===== src/rtl/tia_pkg.sv =====
// Shared constants and encodings for the TIA color-clock / CPU sync logic.
package tia_pkg;

  // Default line geometry (NTSC TIA).
  localparam int LINE_CLOCKS_DEF   = 228;
  localparam int HBLANK_CLOCKS_DEF = 68;
  localparam int HCOUNT_WIDTH_DEF  = 8;

  // WSYNC controller states: RUN lets the CPU go, HALT holds RDY low.
  typedef enum logic {
    ST_RUN  = 1'b0,
    ST_HALT = 1'b1
  } sync_state_e;

  // Divide-by-three CPU phase encoding.
  localparam logic [1:0] PHASE_PHI0   = 2'd0;  // phi0 high
  localparam logic [1:0] PHASE_MID    = 2'd1;
  localparam logic [1:0] PHASE_CPU_EN = 2'd2;  // last color clock of a CPU cycle

  // Next phase in the 0 -> 1 -> 2 -> 0 sequence; 3 falls back to 0.
  function automatic logic [1:0] phase_next(input logic [1:0] p);
    logic [1:0] n;
    case (p)
      PHASE_PHI0: n = PHASE_MID;
      PHASE_MID:  n = PHASE_CPU_EN;
      default:    n = PHASE_PHI0;
    endcase
    return n;
  endfunction

endpackage


===== src/rtl/tia_hcount_counter.sv =====
// Horizontal color-clock counter: wraps every LINE_CLOCKS, cleared by RSYNC,
// produces a registered line_start pulse and the decoded hblank window.
module tia_hcount_counter
  import tia_pkg::*;
#(
  parameter int LINE_CLOCKS   = LINE_CLOCKS_DEF,
  parameter int HBLANK_CLOCKS = HBLANK_CLOCKS_DEF,
  parameter int HCOUNT_WIDTH  = HCOUNT_WIDTH_DEF
) (
  input  logic                    clk,
  input  logic                    resphi0_n,
  input  logic                    rsync_strobe,
  output logic [HCOUNT_WIDTH-1:0] hcount,
  output logic                    hblank,
  output logic                    line_start,
  output logic                    at_last
);

  localparam logic [HCOUNT_WIDTH-1:0] HCOUNT_LAST = HCOUNT_WIDTH'(LINE_CLOCKS - 1);
  localparam logic [HCOUNT_WIDTH-1:0] HBLANK_END  = HCOUNT_WIDTH'(HBLANK_CLOCKS);

  logic [HCOUNT_WIDTH-1:0] hcount_q, hcount_d;
  logic                    line_start_q, line_start_d;

  // Last clock of the line: the next edge is a natural wrap unless RSYNC wins.
  assign at_last = (hcount_q == HCOUNT_LAST);

  // Next-state: RSYNC clear overrides both increment and wrap.
  always_comb begin
    hcount_d     = hcount_q + HCOUNT_WIDTH'(1);
    line_start_d = 1'b0;
    if (rsync_strobe || at_last) begin
      hcount_d     = '0;
      line_start_d = 1'b1;
    end
  end

  // Counter and line_start registers.
  always_ff @(posedge clk or negedge resphi0_n) begin
    if (!resphi0_n) begin
      hcount_q     <= '0;
      line_start_q <= 1'b0;
    end else begin
      hcount_q     <= hcount_d;
      line_start_q <= line_start_d;
    end
  end

  assign hcount     = hcount_q;
  assign line_start = line_start_q;
  assign hblank     = (hcount_q < HBLANK_END);

endmodule


===== src/rtl/tia_wsync_controller.sv =====
// CPU-side sequencer on the color clock: divide-by-three phase (phi0/cpu_en),
// horizontal counter, and the WSYNC/RSYNC halt of the 6502 RDY line.
module tia_wsync_controller
  import tia_pkg::*;
#(
  parameter int LINE_CLOCKS   = LINE_CLOCKS_DEF,
  parameter int HBLANK_CLOCKS = HBLANK_CLOCKS_DEF,
  parameter int HCOUNT_WIDTH  = HCOUNT_WIDTH_DEF
) (
  input  logic                    clk,
  input  logic                    resphi0_n,
  input  logic                    wsync_strobe,
  input  logic                    rsync_strobe,
  output logic [HCOUNT_WIDTH-1:0] hcount,
  output logic                    hblank,
  output logic                    line_start,
  output logic                    cpu_en,
  output logic                    phi0,
  output logic                    rdy
);

  logic [1:0]  phase_q, phase_d;
  sync_state_e state_q, state_d;
  logic        at_last;

  tia_hcount_counter #(
    .LINE_CLOCKS  (LINE_CLOCKS),
    .HBLANK_CLOCKS(HBLANK_CLOCKS),
    .HCOUNT_WIDTH (HCOUNT_WIDTH)
  ) u_hcount (
    .clk         (clk),
    .resphi0_n   (resphi0_n),
    .rsync_strobe(rsync_strobe),
    .hcount      (hcount),
    .hblank      (hblank),
    .line_start  (line_start),
    .at_last     (at_last)
  );

  // Free-running phase; neither strobe touches it.
  always_comb begin
    phase_d = phase_next(phase_q);
  end

  // WSYNC FSM next state. In RUN a wrap is not a release, so a WSYNC on the
  // last clock of a line holds for the whole following line.
  always_comb begin
    state_d = state_q;
    case (state_q)
      ST_RUN:  if (wsync_strobe) state_d = ST_HALT;
      ST_HALT: if (at_last || rsync_strobe) state_d = ST_RUN;
      default: state_d = ST_RUN;
    endcase
  end

  // Phase and FSM state registers.
  always_ff @(posedge clk or negedge resphi0_n) begin
    if (!resphi0_n) begin
      phase_q <= PHASE_PHI0;
      state_q <= ST_RUN;
    end else begin
      phase_q <= phase_d;
      state_q <= state_d;
    end
  end

  assign phi0   = (phase_q == PHASE_PHI0);
  assign cpu_en = (phase_q == PHASE_CPU_EN);
  assign rdy    = (state_q == ST_RUN);

endmodule

===== config.mk =====
export PLATFORM = sky130hd
export DESIGN_NAME = tia_wsync_controller
export DESIGN_NICKNAME = d
export VERILOG_FILES = /design/src/rtl/tia_pkg.sv /design/src/rtl/tia_hcount_counter.sv /design/src/rtl/tia_wsync_controller.sv
export SDC_FILE = /design/constraint.sdc
export NUM_CORES = 1
export LEC_CHECK = 0
export CAP_MARGIN = 40
export CORE_AREA = 5 5 42 44
export CTS_BUF_LIST = sky130_fd_sc_hd__clkbuf_2 sky130_fd_sc_hd__clkbuf_4 sky130_fd_sc_hd__clkbuf_8
export CTS_CLUSTER_SIZE = 28
export DETAILED_ROUTE_END_ITERATION = 7
export DIE_AREA = 0 0 47 49
export PLACE_DENSITY = 0.73
export REMOVE_ABC_BUFFERS = 1
export SYNTH_ARGS = -nofsm -noshare
export SYNTH_HDL_FRONTEND = slang
export SYNTH_SLANG_ARGS = --single-unit

===== constraint.sdc =====
create_clock -name clk -period 1.6 [get_ports clk]
set_clock_uncertainty 0.05 [all_clocks]
set_input_delay 0.24 -clock clk [delete_from_list [all_inputs] [get_ports clk]]
set_output_delay 0.24 -clock clk [all_outputs]
set_load 0.05 [all_outputs]

# After elaboration in Yosys (flattened, before gate mapping)
# Cells that the tools add are included.
[classes] eq_ne=3 add_sub_neg=1 bitwise_logic=1 n_mux=6 n_lt_le_gt_ge=1 n_reduce_logical=2
[ops] cell="adder 8 x 1 -> 8 bit (second input constant)" n=1
[ops] cell="== test 8 bit (second input constant)" n=1
[ops] cell="< comparator 8 x 7 -> 1 bit (second input constant)" n=1
[ops] cell="two-way mux 8 bit" n=1
[ops] cell="case mux 2 bit (2 select lines)" n=1
[ops] cell="two-way mux 1 bit" n=3
[ops] cell="== test 2 x 1 -> 1 bit (second input constant)" n=1
[ops] cell="== test 2 bit (second input constant)" n=1
[ops] cell="zero test 2 bit" n=1
[ops] cell="case mux 1 bit (2 select lines)" n=1
[ops] cell="logical OR 1 bit" n=1
[ops] cell="inverter 1 bit" n=1
[word_totals] reg_bits=12 output_inout_bits=13 input_bits=4 wordCells=18

# Depth between registers and ports, before layout
# Gate-level depths: netlist of the first run.
[logic_depth] word_depth=4 depth_mapped=4 ltp_nobuf=4

# By module
# A second synthesis of the first run with hierarchy kept.
[unflattened] hier_cells=50 hier_area_um2=543.0
[by_module_without_submodules] module="tia_hcount_counter" n_inst=1 seq_area_each_um2=225.2 area_per_inst_um2=426.7 cells_per_inst=41
[by_module_without_submodules] module="tia_wsync_controller" n_inst=1 seq_area_each_um2=75.1 area_per_inst_um2=116.4 cells_per_inst=9

# Worst setup path before layout of the first run
# No wires, ideal clock.
[synth_timing] path_kind="reg2out" from="register u_hcount.hcount_q[4], in the netlist u_hcount.hcount[4]" to="output port hblank" stages_incl_launch_ff=3 n_path_buf=0 arrival_time_ns=2.091 path_slack_ns=-0.781 cell_sequence="dfrtp_1 or4_2 a21oi_1"
[synth_via] elab_chain_cells=1
[synth_lines] element="start, declared" line="tia_hcount_counter.sv:22" rtl="logic [HCOUNT_WIDTH-1:0] hcount_q, hcount_d;"
[synth_lines] element="start signal, assigned" line="tia_hcount_counter.sv:44" rtl="hcount_q <= hcount_d;"
[synth_lines] element="< comparator 8 x 7 -> 1 bit" line="tia_hcount_counter.sv:51" rtl="assign hblank = (hcount_q < HBLANK_END);"
[synth_lines] element="end, declared" line="tia_wsync_controller.sv:15" rtl="output logic hblank,"
# Every way passes these cells.

# Worst setup path in the final report of the first run
[layout_timing] from="register u_hcount.hcount_q[3], in the netlist u_hcount.hcount[3]" to="output port hblank"
# Same word-level chain as after synthesis.

==> results of run 1 <==
[power breakdown]
group          leakage, nW  total [mW]  switching (mW)  internal (mW)
clock               0.0138       0.170          0.0837         0.0866
sequential           0.156       0.328          0.0111          0.317
combinational        0.224       0.194           0.104         0.0903
[cell type report]
cell class / instances / area share, %
inverter: 3 / 1.228
multi-input combinational: 34 / 25.78
sequential: 12 / 32.74
tap: 16 / 2.183
timing repair buffer: 22 / 35.61
clock buffer: 3 / 2.456
[critical path: stages, from the launching register on]
cell and delay, ps:
dfrtp_1 370, or4_4 550, a21oi_4 150, buf_12 150
[cell usage after synthesis (all sizes together)]
| cell type | number |
|---|---|
| xnor2 | 2 |
| o21bai | 1 |
| or4b | 1 |
| a21oi | 3 |
| nand3 | 3 |
| a31oi | 1 |
| nor2 | 6 |
| nand4 | 1 |
| nor2b | 2 |
| nand2 | 4 |
| o211ai | 1 |
| o21ai | 3 |
| xor2 | 1 |
| or4 | 2 |
| dfrtp | 12 |
| or3 | 2 |
| ha | 1 |
| inv | 3 |
[per-layer routing]
layer	global-route usage [%]	vias up	wire (um)
met5	0	-	0
met4	4.147	0	10
met3	2.214	2	41
met2	18.55	9	593
met1	13.53	214	481
li1	-	223	-
[path summary, 6_finish.rpt]
check	startpoint	to	slack, ps
max in group asynchronous	resphi0_n	u_hcount.hcount[0]	870
worst min register to register	phase_q[1]	phase_q[1]	400
worst min-delay path	resphi0_n	u_hcount.hcount[7]	280
worst max register to register	u_hcount.hcount[2]	u_hcount.hcount[2]	0
worst max-delay path	u_hcount.hcount[3]	hblank	-170
min in group clk	phase_q[1]	phase_q[1]	400
[timing repair]
action	in CTS	in global routing
gates resized for setup	4	2
pin swaps	4	2
setup buffers	1	0
endpoints found under the setup margin	1	8
[kinds of logic after synthesis]
kind of cell / count (synthesis)
buf+inv: 3
simple gates: 21
flops: 12
fa+ha+maj: 1
xor+xnor: 3
compound gates: 9
[sequential cells by signal, indices dropped and copies added (netlist names)]
| register | flops |
|---|---|
| phase_q | 2 |
| state_q | 1 |
| u_hcount.hcount | 8 |
| u_hcount.line_start | 1 |
[per-stage QoR]
stage / total power [mW] / setup TNS (ps) / utilization, % / hold slack (ps)
5_1_grt: 0.7242 / -456.6 / 65.45 / 323.6
3_3_place_gp: 0.5209 / -113.8 / 62.32 / 381.4
4_1_cts: 0.7055 / -189.9 / 65.71 / 287.8
2_1_floorplan: 0.4216 / -2713 / - / -105.6
3_5_place_dp: 0.5239 / -154.4 / 62.32 / 390.4
6_report: 0.6919 / -167.7 / 65.45 / 279.5
[cell usage in the layout, fill, tap and decap left out, types with 3 or more instances in the layout]
| cell | instances |
|---|---|
| inv_1 | 3 |
| clkdlybuf4s50_1 | 3 |
| buf_12 | 12 |
| nand3_1 | 3 |
| dfrtp_1 | 12 |
| nor2_1 | 6 |
| buf_4 | 6 |
| clkbuf_4 | 3 |
| nand2_1 | 4 |
==> reports/results.tsv, run 1 <==
metric	value	unit
status	finished, violations left	
failing checks	setup timing	
top fanout value on the critical path	2	
Max Root-Sink Buffers	2	
hold buffer count at CTS	0	
GRT overflow	0	
ANT cells	0	
Hold Crit Class	input port to asynchronous set/reset pin	
die span in y	49	um
Synth area leaders	dfrtp_1 57%, nor2_1 4.2%, o21bai_4 3.5%, xnor2_1 3.3%, a21oi_1 2.8%	
Post-Synth XOR/XNOR Area	4.953	%
drt drc	0	
root buf cell	clkbuf_4	
final number of setup-violating endpoints	1	
Slew @ Worst Pin	531.8	ps
startpoint types	register	
Final #Nets	81	
Unique masters post-synth	20	
first-pass GRT wire length	1897	um
mux contribution to synthesized area	0	%
synth warn	0	
Arrival @ worst endpoint	1480	ps
critical path type	register to output pin	
CP required	1310	ps
largest family of logic cells by synthesized area	simple AND/OR/NAND/NOR gates	
Gate Count Post-Synth	49	
P per Cell Area	754.4	nW/um^2
post-synthesis compound-gate area fraction	12.50	%
simple-gate share of the synthesized area	21.46	%
placed insts	87	
Worst VDD drop	0.5924	mV
max-slew violations	0	
maximum number of pins on one net before global-route repair	13	
Setup WS pre-CTS	-154.4	ps
vias in the first global route	445	
layout cells sized above 1	37.84	%
LEAKAGE	0.3944	nW
design area	917.1	sq um
Register-to-Register Path Depth	4	
Clock Sink Count	12	
Via density	4.978	
CORE AREA	1401	sq um
Hold Vio Cnt, Final	0	
unrepaired setup endpoints after global routing	yes	
clk_lat worst skew	260	ps
Fill cells	120	
synthesis-stage register bit count	12	
Layout area overhead	72.88	%
Slew HR	64.43	%
fin crit period	1768	ps
Initial Utilization	37.86	%
Row Count	14	
FMAX	0.5657	GHz
multi-input logic area	236.5	sq um
sequential cell area	300.3	sq um
antenna violations before repair	0	
Pre-antenna DRT Iters	2	
Clock transition at path regs	70	ps
Crit. End Element	output pin	
total CTS buffers	3	
Max Cap Viol	0	
DRT Wirelength	1127	um
Setup WS post-layout	-167.7	ps
drt wl/cell	12.52	um
area post-placement	873.3	sq um
DP Wirelength	906.2	um
PortBufs	16	
via count of the routed design	448	
area share of the largest cell type after synthesis	56.60	%
Adder-Cell Fraction of Synth Area	2.358	%
Starting DRT DRC Count	7	
Tcrit/Tclk final	110.5	%
number of I/O pins	17	
GP Congestion	0.7313	
post-route ant nets	0	
Avg Cell Area, Syn	10.83	sq um
die width	47	um
CTS tree	yes	
Die Area	2303	sq um
post-synthesis sequential area ratio	56.60	%
cell taking the most area after synthesis	dfrtp_1	
global router's overall resource usage	11.13	%
mapped cell area	530.5	sq um
filler-free cell count of the finished design	90	
H-tree depth	1	
Power figures use the tool's default switching activity.
==> run 2, diff against run 1 <==
Settings changed: CORE_AREA 5 5 42 44 to 2 2 39 41, DIE_AREA 0 0 47 49 to 0 0 41 43.
==> run 2 against run 1 <==
Effect of this change: the run still ends with setup timing left; highest routed layer unchanged; design area grew 2.6%; largest cell class unchanged; combinational power is essentially flat; setup slack lost 31 ps; wire length grew 1.4%; sequential cell count is the same; power grew 9.9%; largest power group unchanged.
==> reports/results.tsv, run 2 (synthesized netlist as in run 1, its figures left out) <==
metric	value	unit
status	finished, violations left	
failing checks	setup timing	
final number of setup-violating endpoints	9	
Slew @ Worst Pin	524.5	ps
global router's overall resource usage	16.43	%
CORE AREA	1384	sq um
layout cells sized above 1	41.03	%
Final #Nets	84	
GRT overflow	0	
Initial Utilization	38.34	%
Slew HR	64.93	%
die width	41	um
Tcrit/Tclk final	112.4	%
first-pass GRT wire length	1869	um
Clock Sink Count	12	
Arrival @ worst endpoint	1510	ps
maximum number of pins on one net before global-route repair	13	
Layout area overhead	77.36	%
met1 Track Usage GR	19.32	%
antenna violations before repair	0	
vias in the first global route	436	
area post-placement	868.3	sq um
GP Congestion	0.6924	
startpoint types	register	
FMAX	0.5558	GHz
CP required	1310	ps
most frequent cells in the layout	12 x dfrtp_1, 11 x buf_12, 10 x buf_4, 6 x nor2_1, 4 x nand2_1	
FF-to-FF Start	u_hcount.hcount[4]	
setup TNS	-989.1	ps
Clock transition at path regs	80	ps
Max Cap Viol	0	
drt wl/cell	12.16	um
DP Wirelength	878.2	um
total CTS buffers	3	
design area	940.9	sq um
most common cell after layout, fill and taps aside	dfrtp_1	
Hold Crit Class	input port to asynchronous set/reset pin	
max-slew violations	0	
Setup WS post-layout	-199.1	ps
via count of the routed design	463	
unrepaired setup endpoints after global routing	yes	
post-route ant nets	0	
Worst VDD drop	0.4385	mV
H-tree depth	1	
drt drc	0	
clk_lat worst skew	270	ps
Row Count	14	
total power	760.4	uW
max reg flops	8	
number of I/O pins	17	
met2 Use GR	25.62	%
Starting DRT DRC Count	4	
Hold Vio Cnt, Final	0	
GR Util met3	3.665	%
reg2reg end	u_hcount.hcount[5]	
Max Root-Sink Buffers	2	
Register-to-Register Path Depth	6	
PortBufs	16	
Setup WS pre-CTS	-174.2	ps
filler-free cell count of the finished design	94	
P per Cell Area	808.1	nW/um^2
placed insts	88	
ANT cells	0	
fin crit period	1799	ps
DRT Wirelength	1143	um
top fanout value on the critical path	2	
Pre-antenna DRT Iters	3	
die span in y	43	um
critical path type	register to output pin	
reg2reg setup slack	-140	ps
Die Area	1763	sq um
Crit. End Element	output pin	
root buf cell	clkbuf_4	
CTS tree	yes	
Via density	4.926	
LEAKAGE	0.4146	nW
global route hottest layer	met2	
-- run 2: worst max-delay path: stages, from the launching register on --
cell     delay (ps)
dfrtp_1         380
or4_4           550
a21oi_4         160
buf_12          150
-- run 2: layout make-up --
cell class | count | area (sq um)
clock buffers | 4 | 36.28
fillers | 102 | 442.9
inverters | 3 | 11.26
repair buffers | 25 | 336.6
multi-input cells | 34 | 236.5
flip-flops and latches | 12 | 300.3
well taps | 16 | 20.02
-- run 2: report_power, final --
group / switching, mW / total (mW) / internal, mW
Clock: 0.0995 / 0.238 / 0.138
Combinational: 0.104 / 0.196 / 0.0915
Sequential: 0.0107 / 0.327 / 0.316
-- run 2: per-layer routing --
| layer | part of all wire, % | up-vias | wire (um) |
|---|---|---|---|
| li1 | - | 230 | - |
| met1 | 37 | 216 | 427 |
| met2 | 57 | 15 | 653 |
| met3 | 4.1 | 2 | 47 |
| met4 | 1.2 | 0 | 14 |
| met5 | 0 | - | 0 |
-- run 2: stage by stage --
stage,hold slack [ps],utilization [%]
global route,300.9,67.99
floorplan,-105.6,-
detailed placement,392.4,62.75
global placement,384.8,62.75
CTS,273.6,67.18
finish,260.2,67.99
-- run 2: worst max-delay path by stage --
| stage | start | endpoint | slack (ps) |
|---|---|---|---|
| 2_1_floorplan | u_hcount.hcount[4] | hblank | -780 |
| 3_3_place_gp | u_hcount.hcount[4] | hblank | -110 |
| 3_5_place_dp | u_hcount.hcount[4] | hblank | -170 |
| 4_1_cts | u_hcount.hcount[4] | hblank | -210 |
| 5_1_grt | u_hcount.hcount[4] | hblank | -230 |
| 6_report | u_hcount.hcount[4] | hblank | -200 |
-- run 2: timing repair --
action                     CTS  global route
pin swaps                    4             1
hold buffers                 0             0
setup buffers                1             1
gates resized for setup      4             1
setup endpoints to repair    1             8
